**config.mk**
```make
export PLATFORM = sky130hd
export DESIGN_NAME = fetch_ctrl
export DESIGN_NICKNAME = d
export VERILOG_FILES = /design/src/rtl/fetch_ctrl.sv
export SDC_FILE = /design/constraint.sdc
export NUM_CORES = 1
export LEC_CHECK = 0
export BUFFER_PORTS_ARGS = -buffer_cell sky130_fd_sc_hd__buf_2
export CAP_MARGIN = 5
export CORE_UTILIZATION = 43
export DETAILED_ROUTE_END_ITERATION = 16
export GPL_TIMING_DRIVEN = 0
export MAX_ROUTING_LAYER = met4
export PLACE_DENSITY = 0.78
export SETUP_SLACK_MARGIN = 0.2
export SLEW_MARGIN = 15
export SYNTH_ARGS = -nofsm -noshare
export SYNTH_HDL_FRONTEND = slang
export SYNTH_SLANG_ARGS = --single-unit
export TNS_END_PERCENT = 20
```
**constraint.sdc**
```tcl
create_clock -name clk -period 2.55 [get_ports clk]
set_input_delay 0.1275 -clock clk [delete_from_list [all_inputs] [get_ports clk]]
set_output_delay 0.1275 -clock clk [all_outputs]
set_load 0.01 [all_outputs]
```
**src/rtl/fetch_ctrl.sv**
```systemverilog
// Fetch sequencer: owns the fetch PC, issues one instruction-memory request at a time,
// and presents each returned word with its PC to decode over valid/ready.
//
// state | meaning
// BOOT  | first cycle out of reset, no request yet
// REQ   | request presented at pc, waiting for memory to accept it
// WAIT  | request accepted, waiting for its response
// HOLD  | instruction presented to decode, waiting for inst_ready
// DRAIN | accepted request was killed by a redirect, swallowing its response
module fetch_ctrl #(
    parameter int              ADDR_W   = 32,
    parameter logic [ADDR_W-1:0] RESET_PC = 32'h8000_0000
) (
    input  logic              clk,
    input  logic              rst,
    input  logic              redirect_valid,
    input  logic [ADDR_W-1:0] redirect_pc,
    input  logic              trap_valid,
    input  logic [ADDR_W-1:0] trap_vec,
    output logic              imem_req_valid,
    output logic [ADDR_W-1:0] imem_req_addr,
    input  logic              imem_req_ready,
    input  logic              imem_rsp_valid,
    input  logic [31:0]       imem_rsp_data,
    output logic              inst_valid,
    output logic [ADDR_W-1:0] inst_pc,
    output logic [31:0]       inst_data,
    input  logic              inst_ready,
    output logic [ADDR_W-1:0] fetch_pc
);

    typedef enum logic [2:0] {
        BOOT  = 3'd0,
        REQ   = 3'd1,
        WAIT  = 3'd2,
        HOLD  = 3'd3,
        DRAIN = 3'd4
    } state_t;

    state_t            state_q, state_d;
    logic [ADDR_W-1:0] pc_q, pc_d;
    logic [ADDR_W-1:0] inst_pc_q;
    logic [31:0]       inst_data_q;
    logic              capture;
    logic              redirect;
    logic [ADDR_W-1:0] target;

    // Trap has priority over a branch redirect; targets are forced word-aligned.
    assign redirect = trap_valid | redirect_valid;
    assign target   = (trap_valid ? trap_vec : redirect_pc) & ~ADDR_W'(3);

    always_comb begin
        state_d = state_q;
        pc_d    = pc_q;
        capture = 1'b0;
        unique case (state_q)
            BOOT: begin
                state_d = REQ;
                if (redirect) pc_d = target;
            end
            REQ: begin
                if (redirect) begin
                    pc_d    = target;
                    state_d = imem_req_ready ? DRAIN : REQ;
                end else if (imem_req_ready) begin
                    state_d = WAIT;
                end
            end
            WAIT: begin
                if (redirect) begin
                    pc_d    = target;
                    state_d = imem_rsp_valid ? REQ : DRAIN;
                end else if (imem_rsp_valid) begin
                    capture = 1'b1;
                    pc_d    = pc_q + ADDR_W'(4);
                    state_d = HOLD;
                end
            end
            HOLD: begin
                if (redirect) begin
                    pc_d    = target;
                    state_d = REQ;
                end else if (inst_ready) begin
                    state_d = REQ;
                end
            end
            DRAIN: begin
                // A response arriving with a redirect still completes the drain.
                if (redirect) pc_d = target;
                if (imem_rsp_valid) state_d = REQ;
            end
            default: begin
                state_d = BOOT;
                pc_d    = RESET_PC;
            end
        endcase
    end

    always_ff @(posedge clk or posedge rst) begin
        if (rst) begin
            state_q     <= BOOT;
            pc_q        <= RESET_PC;
            inst_pc_q   <= '0;
            inst_data_q <= '0;
        end else begin
            state_q <= state_d;
            pc_q    <= pc_d;
            if (capture) begin
                inst_pc_q   <= pc_q;
                inst_data_q <= imem_rsp_data;
            end
        end
    end

    assign imem_req_valid = (state_q == REQ);
    assign imem_req_addr  = pc_q;
    assign fetch_pc       = pc_q;
    assign inst_valid     = (state_q == HOLD);
    assign inst_pc        = inst_pc_q;
    assign inst_data      = inst_data_q;

endmodule

```
* Word-level counts from Yosys, hierarchy flattened *
Index checks and enable logic that the tools add are counted.
Widths: inputs -> output; s select.

storage, ports and cells
  register bits = 99
  bits of input ports = 103
  output and inout bits = 130
  logic and storage cells = 37

cells by class
  add/subtract/negate cells = 1
  equality and inequality tests = 9
  muxes and demuxes = 18
  bitwise operators = 1
  reductions and logical operators = 4

operators by type and width
  kind                   number
  $mux 32                4
  $pmux 32 s2            1
  $add 32x3->32 const B  1
  $mux 3                 9
  $pmux 3 s5             1
  $eq 3x2->1 const B     2
  $ne 3x1->1 const B     2
  $reduce_and 4->1       1
  $reduce_or 4->1        1
  $eq 3x1->1 const B     1
  $eq 3x3->1 const B     1
  $logic_not 3->1        1
  $mux 1                 3
  $ne 3x3->1 const B     1
  $ne 2x1->1 const B     1
  $ne 2x2->1 const B     1
  $reduce_and 2->1       1
  $or 1x1->1             1

* Depth between registers and ports, before layout *
Gate-level depths: netlist of the first run.

  word-level depth = 4
  depth in mapped cells = 7
  depth with buffers taken out = 6

* Worst setup path after synthesis of the first run *
Ideal clock, no wire load.

  path kind = register to register
  start = reg pc_q[2], in the netlist fetch_pc[2]
  end = reg pc_q[26], in the netlist fetch_pc[26]
  setup time = 0.137 ns
  arrival time = 1.963 ns
  data required time = 2.413 ns
  path slack = 0.450 ns
  cell stages (with the launch flop) = 8
  path buffers = 1
  clock period less this slack = 2.100 ns
  cells stage by stage = dfrtp_1 -> ha_1 -> nand3_1 -> or4_1 -> buf_2 -> nor4_4 -> xnor2_1 -> a21oi_1

on the way
  word-level cells in the longest chain between the ends = 4

ends and longest elaborated chain
  what                      line  source
  start: declaration        41    logic [ADDR_W-1:0] pc_q, pc_d;
  start signal: assignment  107   pc_q <= pc_d;
  $add 32x3->32             75    pc_d = pc_q + ADDR_W'(4);
  $mux 32                   73    end else if (imem_rsp_valid) begin
  $mux 32                   70    if (redirect) begin
  $pmux 32 s2               56    unique case (state_q)

No other way between the ends. The select of a mux whose other input is x is not followed.
A chain may end at the register's enable or synchronous reset.

* Worst setup path in the final report of the first run *
  start = reg pc_q[6], in the netlist fetch_pc[6]
  end = reg pc_q[28], in the netlist fetch_pc[28]

Same word-level chain as after synthesis.

==> results.md, run 1 <==
- Max-slew violations: 0
- Global-route wire length before repair: ~22000 um
- Path type of the worst min-delay path: input pin to flop
- Flop2flop setup slack: 0.31 ns
- Clk pwr share: 20.5%
- CORE AREA: around 11000 sq um
- Deepest level of the CTS H-tree: 3
- Overflow left after global routing: 0
- Cell-internal power: 4.17 mW
- Path depth of the worst reg2reg path: 6
- Wire length reported by the detailed router: 14800 um
- Worst path buffer plus inverter count: 1
- Endpoints failing setup: 0
- Transition at the pin with the smallest max-transition slack: 0.841 ns
- Diode insertion count for antenna repair: 0
- Fin Setup TNS: 0 ns
- Element type at the critical path end: flop
- Clock Skew: 0.00670 ns
- Number of clock sinks: 95
- Achievable clock frequency: ~0.45 GHz
- Required time at the endpoint of the critical path: 2.74 ns
- Final core utilization: between 60% and 70%
- Run status: complete, no violations
- Fraction of power spent switching nets: between 30% and 40%
- Residual DRC count: 0
- Average wire length per cell after detail routing: about 17 um
- Share of synthesized registers carrying an async set or reset: 100%
- Most common cell after layout, fill and taps aside: sky130_fd_sc_hd__buf_2
- CTS tree: yes
- Minimum clock period: ~2.2 ns
- Total of flip-flops plus latches after synthesis: 95
- Part of the cycle the worst path needs: 87.9%
- Post-synthesis cell count: approximately 460
- Critical R2R Capture: fetch_pc[28]
- Number of enable flip-flop cells after synthesis: 0
- GP Congestion: 0.880
- Floorplan row count: 38
- Leakage power summed over all cells: approximately 3.5 nW
- Type of origin of the critical path: flop
- Slew Limit Headroom: a little over two fifths
- Die boundary height: about 110 um
- Worst-Skew Late Latency: around 0.34 ns
- Footprint of the multi-input gates: roughly 2300 sq um
- Area of all sequential standard cells: 2380 sq um
- Commonest cells after routing, fill and taps aside: sky130_fd_sc_hd__buf_2 (221), sky130_fd_sc_hd__dfrtp_1 (92), sky130_fd_sc_hd__mux2_1 (56)
- Origin of the critical flop-to-flop path: fetch_pc[6]
- Final Hold Slack: between 0.004 and 0.005 ns
- Highest fanout seen on the critical path: 8
- Maximum clock path buffer count: 2
- HPWL after DPL: between 10000 and 15000 um
- Clock transition at the registers of the reported paths: approximately 0.070 ns
- Pin count of the biggest net entering global routing: slightly above 40
- Critical Path Max Stage Delay: about 0.53 ns
- Number of fill cells: around 900
- Peak supply drop: about 0.00057 V
- Final setup margin: just over 0.3 ns
- Portion of total power attributed to combinational logic: between 40 and 50%
- Pre-CTS setup slack: -0.181 ns
- DR pass1 iterations: 5
- Via count: approximately 4700
- Master of the slowest instance on the critical path: sky130_fd_sc_hd__or4_1
- WP data arrival: roughly 2.4 ns
- Maxcap violations: 0
- Layout cells sized above 1: between 40 and 50%
- Category of the most critical setup path: flop to flop
- Number of DRC violations after detailed-routing iteration 0: 341
- Number of antenna-violating nets in the routed design: 0
- Via count of the first global-routing pass: 4270
- Top Family by Delay on Critical Path: simple AND/OR/NAND/NOR gates
- Most instantiated flip-flop cell in the synthesis netlist: sky130_fd_sc_hd__dfrtp_1
- Count of buffers from port buffering: 220
- Critical path depth in cells: 6
- Share of total power in sequential cells: approximately two fifths
- Die Outline Area: 12000 sq um
- Clk root buf: sky130_fd_sc_hd__clkbuf_16
- RSZ-0062 raised after global routing: true
- Number of antenna violations at the first check in global routing: 0
- Power density relative to cell area: roughly 1000 nW/um^2
- Syn-to-layout area delta: 35.3%
- Initial Util: approximately 45%
- Detail-routed via count per cell: 5.48
- Worst path cell trace: nand4_1 > or4_1 > buf_2 > nor4_4 > xnor2_1 > a21oi_1
- Worst setup path startpoint: fetch_pc[6]
- Sequential area share after synthesis: between 40% and 50%
- Mean instance size in the synthesized netlist: roughly 11 sq um
- Post-Syn Area: about 5000 sq um
- Netlist cell types: 58
- Nets@finish: 812
- Final count of hold timing violations: 0
- Power spent charging and discharging nets: 2.58 mW
- Total of warnings raised by yosys: 0
- DIE WIDTH: approximately 110 um
- GRT Util Overall: ~25%
- Number of I/O pins: around 230
- CTS buffer count: 9
- Critical path endpoint: fetch_pc[28]
registers in the layout, indices dropped and copies added (netlist names):
name,flops
inst_data,32
fetch_pc,30
inst_pc,30
state_q,3
worst min path at each step:
| stage | to | cells after the start | start | slack, ns |
|---|---|---|---|---|
| 2_1_floorplan | inst_data[0] | 1 | imem_rsp_data[0] | 0.26 |
| 3_3_place_gp | inst_data[30] | 2 | imem_rsp_data[30] | 0.34 |
| 3_5_place_dp | inst_data[22] | 2 | rst | 0.06 |
| 4_1_cts | inst_data[17] | 2 | imem_rsp_data[17] | 0.002 |
| 5_1_grt | inst_data[13] | 2 | imem_rsp_data[13] | 0.002 |
| 6_report | inst_data[13] | 2 | imem_rsp_data[13] | 0.004 |
cell usage after synthesis, types with 5 or more instances:
master	count	share of area, %
sky130_fd_sc_hd__dfrtp_1	94	47
sky130_fd_sc_hd__mux2_1	56	13
sky130_fd_sc_hd__buf_4	36	5.4
sky130_fd_sc_hd__a21oi_1	31	3.1
sky130_fd_sc_hd__nor2_1	29	2.2
sky130_fd_sc_hd__clkbuf_1	24	1.8
sky130_fd_sc_hd__o221ai_1	18	3.2
sky130_fd_sc_hd__nand2_1	17	1.3
sky130_fd_sc_hd__nand3_1	15	1.5
sky130_fd_sc_hd__o21ai_0	10	1.0
sky130_fd_sc_hd__nand4_1	9	1.1
sky130_fd_sc_hd__mux2_2	8	1.8
sky130_fd_sc_hd__xnor2_1	8	1.4
sky130_fd_sc_hd__nor3_1	7	0.70
sky130_fd_sc_hd__o21ai_1	7	0.70
sky130_fd_sc_hd__xor2_1	7	1.2
sky130_fd_sc_hd__a31oi_1	6	0.75
sky130_fd_sc_hd__inv_1	5	0.38
sky130_fd_sc_hd__nand2b_1	5	0.63
sky130_fd_sc_hd__o22ai_1	5	0.63
sky130_fd_sc_hd__o31ai_1	5	0.75
routing by layer:
| layer | GRT usage (%) | up-vias | share of wire [%] |
|---|---|---|---|
| li1 | - | 2165 | - |
| met1 | 30.0 | 2207 | 39 |
| met2 | 42.5 | 272 | 51 |
| met3 | 3.20 | 28 | 7.3 |
| met4 | 10.6 | 0 | 2.8 |
| met5 | - | - | 0 |
cell type report:
cell class / instances / share of cell area [%]
timing repair buffer: 229 / 18.1
sequential: 95 / 35.3
clock buffer: 10 / 3.54
tap: 140 / 2.60
multi-input combinational: 304 / 33.5
inverter: 6 / 0.389
buffer: 63 / 5.60
clock inverter: 6 / 1.00
power by group through the flow:
stage | sequential, mW | clock (mW) | combinational, mW
2_1_floorplan | 2.76 | 0 | 1.37
3_5_place_dp | 2.60 | 0 | 2.75
4_1_cts | 2.58 | 1.40 | 2.78
5_1_grt | 2.66 | 1.46 | 3.06
6_report | 2.59 | 1.38 | 2.79
3_3_place_gp | 2.56 | 0 | 2.67
what timing repair did:
action                                  CTS  global route
hold buffers                              3             0
endpoints found under the setup margin   79            75
pin swaps                                 0             1
gates resized for setup                   4            10
setup buffers                             0             3
endpoints found under the hold margin    78             0
worst reg2reg max path, stage by stage (launching register included):
cell and delay, ns:
sky130_fd_sc_hd__dfrtp_1 0.52, sky130_fd_sc_hd__nand4_1 0.32, sky130_fd_sc_hd__or4_1 0.53, sky130_fd_sc_hd__buf_2 0.20
sky130_fd_sc_hd__nor4_4 0.29, sky130_fd_sc_hd__xnor2_1 0.16, sky130_fd_sc_hd__a21oi_1 0.08
stage by stage:
stage | std cells | total power [mW] | instance area (sq um)
after floorplan | 468 | 4.13 | 5010
after global placement | 828 | 5.23 | 6280
after detailed placement | 831 | 5.36 | 6350
after CTS | 850 | 6.75 | 6700
after global routing | 853 | 7.19 | 6750
final | 853 | 6.75 | 6750
logic make-up (layout without fill, tap and decap cells):
| logic type | count (synthesis) | count (layout) | synth area share, % |
|---|---|---|---|
| DFF | 95 | 95 | 47.7 |
| muxes | 67 | 67 | 15.1 |
| AOI/OAI and AO/OA | 105 | 105 | 14.1 |
| and+or+nand+nor | 110 | 110 | 12.2 |
| buffers and inverters | 69 | 314 | 7.93 |
| xor gates and xnor gates | 15 | 15 | 2.63 |
| adders and majority gates | 1 | 1 | 0.251 |
| other | 1 | 6 | 0.0752 |
Power figures use the tool's default switching activity.
==> inputs of run 2 (changes only) <==
==> constraint.sdc (replaced) <==
create_clock -name clk -period 2.55 [get_ports clk]
set_input_delay 0.51 -clock clk [delete_from_list [all_inputs] [get_ports clk]]
set_output_delay 0.51 -clock clk [all_outputs]
set_load 0.01 [all_outputs]
==> run 2 against run 1 <==
Non-clock buffer count fell by 6. Utilization fell by 0.45 points. First-iteration DRC count fell by 15%. Cell area fell by 0.74%. Power fell by 0.20%. Clock power barely moved. Largest cell class unchanged.
==> results.md, run 2 (synthesized netlist as in run 1, its figures left out) <==
- Run status: complete, no violations (unchanged)
- Initial Util: 45.0% (unchanged)
- Residual DRC count: 0 (unchanged)
- Highest fanout seen on the critical path: 10 (was 8)
- Overflow left after global routing: 0 (unchanged)
- Path type of the worst min-delay path: input pin to asynchronous set/reset pin (was input pin to flop)
- Wire length reported by the detailed router: 14700 um (was 14800 um)
- # Post-CTS Setup Buffers: 0 (unchanged)
- Most common cell after layout, fill and taps aside: sky130_fd_sc_hd__buf_2 (unchanged)
- GRT Util Overall: 24.9% (was 25.0%)
- Clock transition at the registers of the reported paths: 0.07 ns (about the same)
- Slew Limit Headroom: 44.0% (was 43.9%)
- Worst path cell trace: clkbuf_2 > nor3b_4 > nand3_2 > clkbuf_1 > mux2_1 (was nand4_1 > or4_1 > buf_2 > nor4_4 > xnor2_1 > a21oi_1)
- Commonest cells after routing, fill and taps aside: sky130_fd_sc_hd__buf_2 (221), sky130_fd_sc_hd__dfrtp_1 (92), sky130_fd_sc_hd__mux2_1 (56) (unchanged)
- Origin of the critical flop-to-flop path: state_q[0] (was fetch_pc[6])
- Required time at the endpoint of the critical path: 2.76 ns (was 2.74 ns)
- GP Congestion: 0.880 (unchanged)
- Critical Path Max Stage Delay: 0.46 ns (was 0.53 ns)
- Via count: 4636 (was 4672)
- Diode insertion count for antenna repair: 0 (unchanged)
- Flop2flop setup slack: 0.27 ns (was 0.31 ns)
- Floorplan row count: 38 (unchanged)
- Minimum clock period: 2.28 ns (was 2.24 ns)
- Worst setup path startpoint: state_q[0] (was fetch_pc[6])
- Number of antenna-violating nets in the routed design: 0 (unchanged)
- CORE AREA: 11100 sq um (unchanged)
- Number of buffers added to fix hold violations after cts: 0 (was 3)
- Critical R2R Capture: inst_data[7] (was fetch_pc[28])
- Worst-Skew Late Latency: 0.34 ns (about the same)
- Syn-to-layout area delta: 34.3% (was 35.3%)
- Nets@finish: 806 (was 812)
- Deepest level of the CTS H-tree: 3 (unchanged)
- Top Family by Delay on Critical Path: simple AND/OR/NAND/NOR gates (unchanged)
- Category of the most critical setup path: flop to flop (unchanged)
- Endpoints failing setup: 0 (unchanged)
- Transition at the pin with the smallest max-transition slack: 0.840 ns (was 0.841 ns)
- Average wire length per cell after detail routing: 17.3 um (was 17.4 um)
- Master of the slowest instance on the critical path: sky130_fd_sc_hd__nor3b_4 (was sky130_fd_sc_hd__or4_1)
- HPWL after DPL: 11300 um (unchanged)
- Max-slew violations: 0 (unchanged)
- Number of fill cells: 907 (was 905)
- Leakage power summed over all cells: 3.45 nW (was 3.48 nW)
- Via count of the first global-routing pass: 4255 (was 4270)
- Final count of hold timing violations: 0 (unchanged)
- Peak supply drop: 0.000568 V (was 0.000567 V)
- Post-route non-filler standard cell count: 847 (was 853)
- Path depth of the worst reg2reg path: 5 (was 6)
- Critical path depth in cells: 5 (was 6)
- Die boundary height: 110 um (unchanged)
- Count of placed standard cells including taps: 831 (unchanged)
- Clock Skew: 0.00668 ns (was 0.00670 ns)
- CTS tree: yes (unchanged)
- Critical path endpoint: inst_data[7] (was fetch_pc[28])
- Layout cells sized above 1: 43.3% (was 43.1%)
- Count of buffers from port buffering: 220 (unchanged)
- Number of DRC violations after detailed-routing iteration 0: 291 (was 341)
- DR pass1 iterations: 5 (unchanged)
- DIE WIDTH: 110 um (unchanged)
- Achievable clock frequency: 0.439 GHz (was 0.446 GHz)
- Final core utilization: 60.4% (was 60.9%)
- Global-route wire length before repair: 21900 um (was 22000 um)
- Number of I/O pins: 233 (unchanged)
- WP data arrival: 2.49 ns (was 2.44 ns)
- Type of origin of the critical path: flop (unchanged)
- Pin count of the biggest net entering global routing: 41 (unchanged)
- Number of antenna violations at the first check in global routing: 0 (unchanged)
- Part of the cycle the worst path needs: 89.3% (was 87.9%)
- Element type at the critical path end: flop (unchanged)
- Clk root buf: sky130_fd_sc_hd__clkbuf_16 (unchanged)
- Flip-flop count of the largest register, all copies and words added: 32 (unchanged)
- Worst path buffer plus inverter count: 2 (was 1)
- Die Outline Area: 12000 sq um (unchanged)
- Detail-routed via count per cell: 5.47 (was 5.48)
- Maxcap violations: 0 (unchanged)
- CTS buffer count: 9 (unchanged)
- Maximum clock path buffer count: 2 (unchanged)
- Number of clock sinks: 95 (unchanged)
- Power density relative to cell area: 1010 nW/um^2 (was 1000 nW/um^2)
- RSZ-0062 raised after global routing: true (unchanged)
[run 2: per-layer routing]
| metal | GRT usage (%) | vias to the layer above | part of all wire [%] |
|---|---|---|---|
| met5 | - | - | 0 |
| met4 | 10.6 | 0 | 2.9 |
| met3 | 3.20 | 30 | 7.1 |
| met2 | 42.2 | 260 | 50 |
| met1 | 29.9 | 2197 | 40 |
| li1 | - | 2149 | - |
[run 2: per-stage QoR]
stage	setup WS [ns]	TNS (ns)	power (mW)	hold WS, ns	area (sq um)
floorplan	0.450	0	4.13	0.515	5010
global placement	-0.190	-8.44	5.23	0.461	6280
detailed placement	-0.262	-10.79	5.36	0.447	6350
CTS	0.0689	0	6.75	0.0926	6670
global route	0.133	0	7.17	0.103	6700
finish	0.272	0	6.74	0.0959	6700
[run 2: cell type report]
type,count,area [sq um],share of cell area (%)
sequential,95,2380,35.6
multi-input combinational,304,2260,33.7
timing repair buffer,223,1170,17.5
buffer,63,380,5.68
clock buffer,10,239,3.57
tap,140,175,2.62
clock inverter,6,67.6,1.01
inverter,6,26.3,0.392
[run 2: worst min path at each step]
stage	endpoint	slack, ns	cells past startpoint
after floorplan	inst_pc[31]	0.52	2
after global placement	inst_pc[31]	0.46	2
after detailed placement	inst_data[22]	0.45	2
after CTS	inst_data[22]	0.09	2
after global routing	inst_data[25]	0.10	2
final	inst_data[22]	0.1	2
[run 2: what timing repair did]
item	in CTS	in global routing
cloned	0	0
resized for setup	4	14
endpoints found under the setup margin	80	78
[run 2: report_power, final]
group / total [mW] / internal (mW) / switching (mW)
clock: 1.38 / 0.791 / 0.593
sequential: 2.58 / 2.06 / 0.519
combinational: 2.77 / 1.31 / 1.46
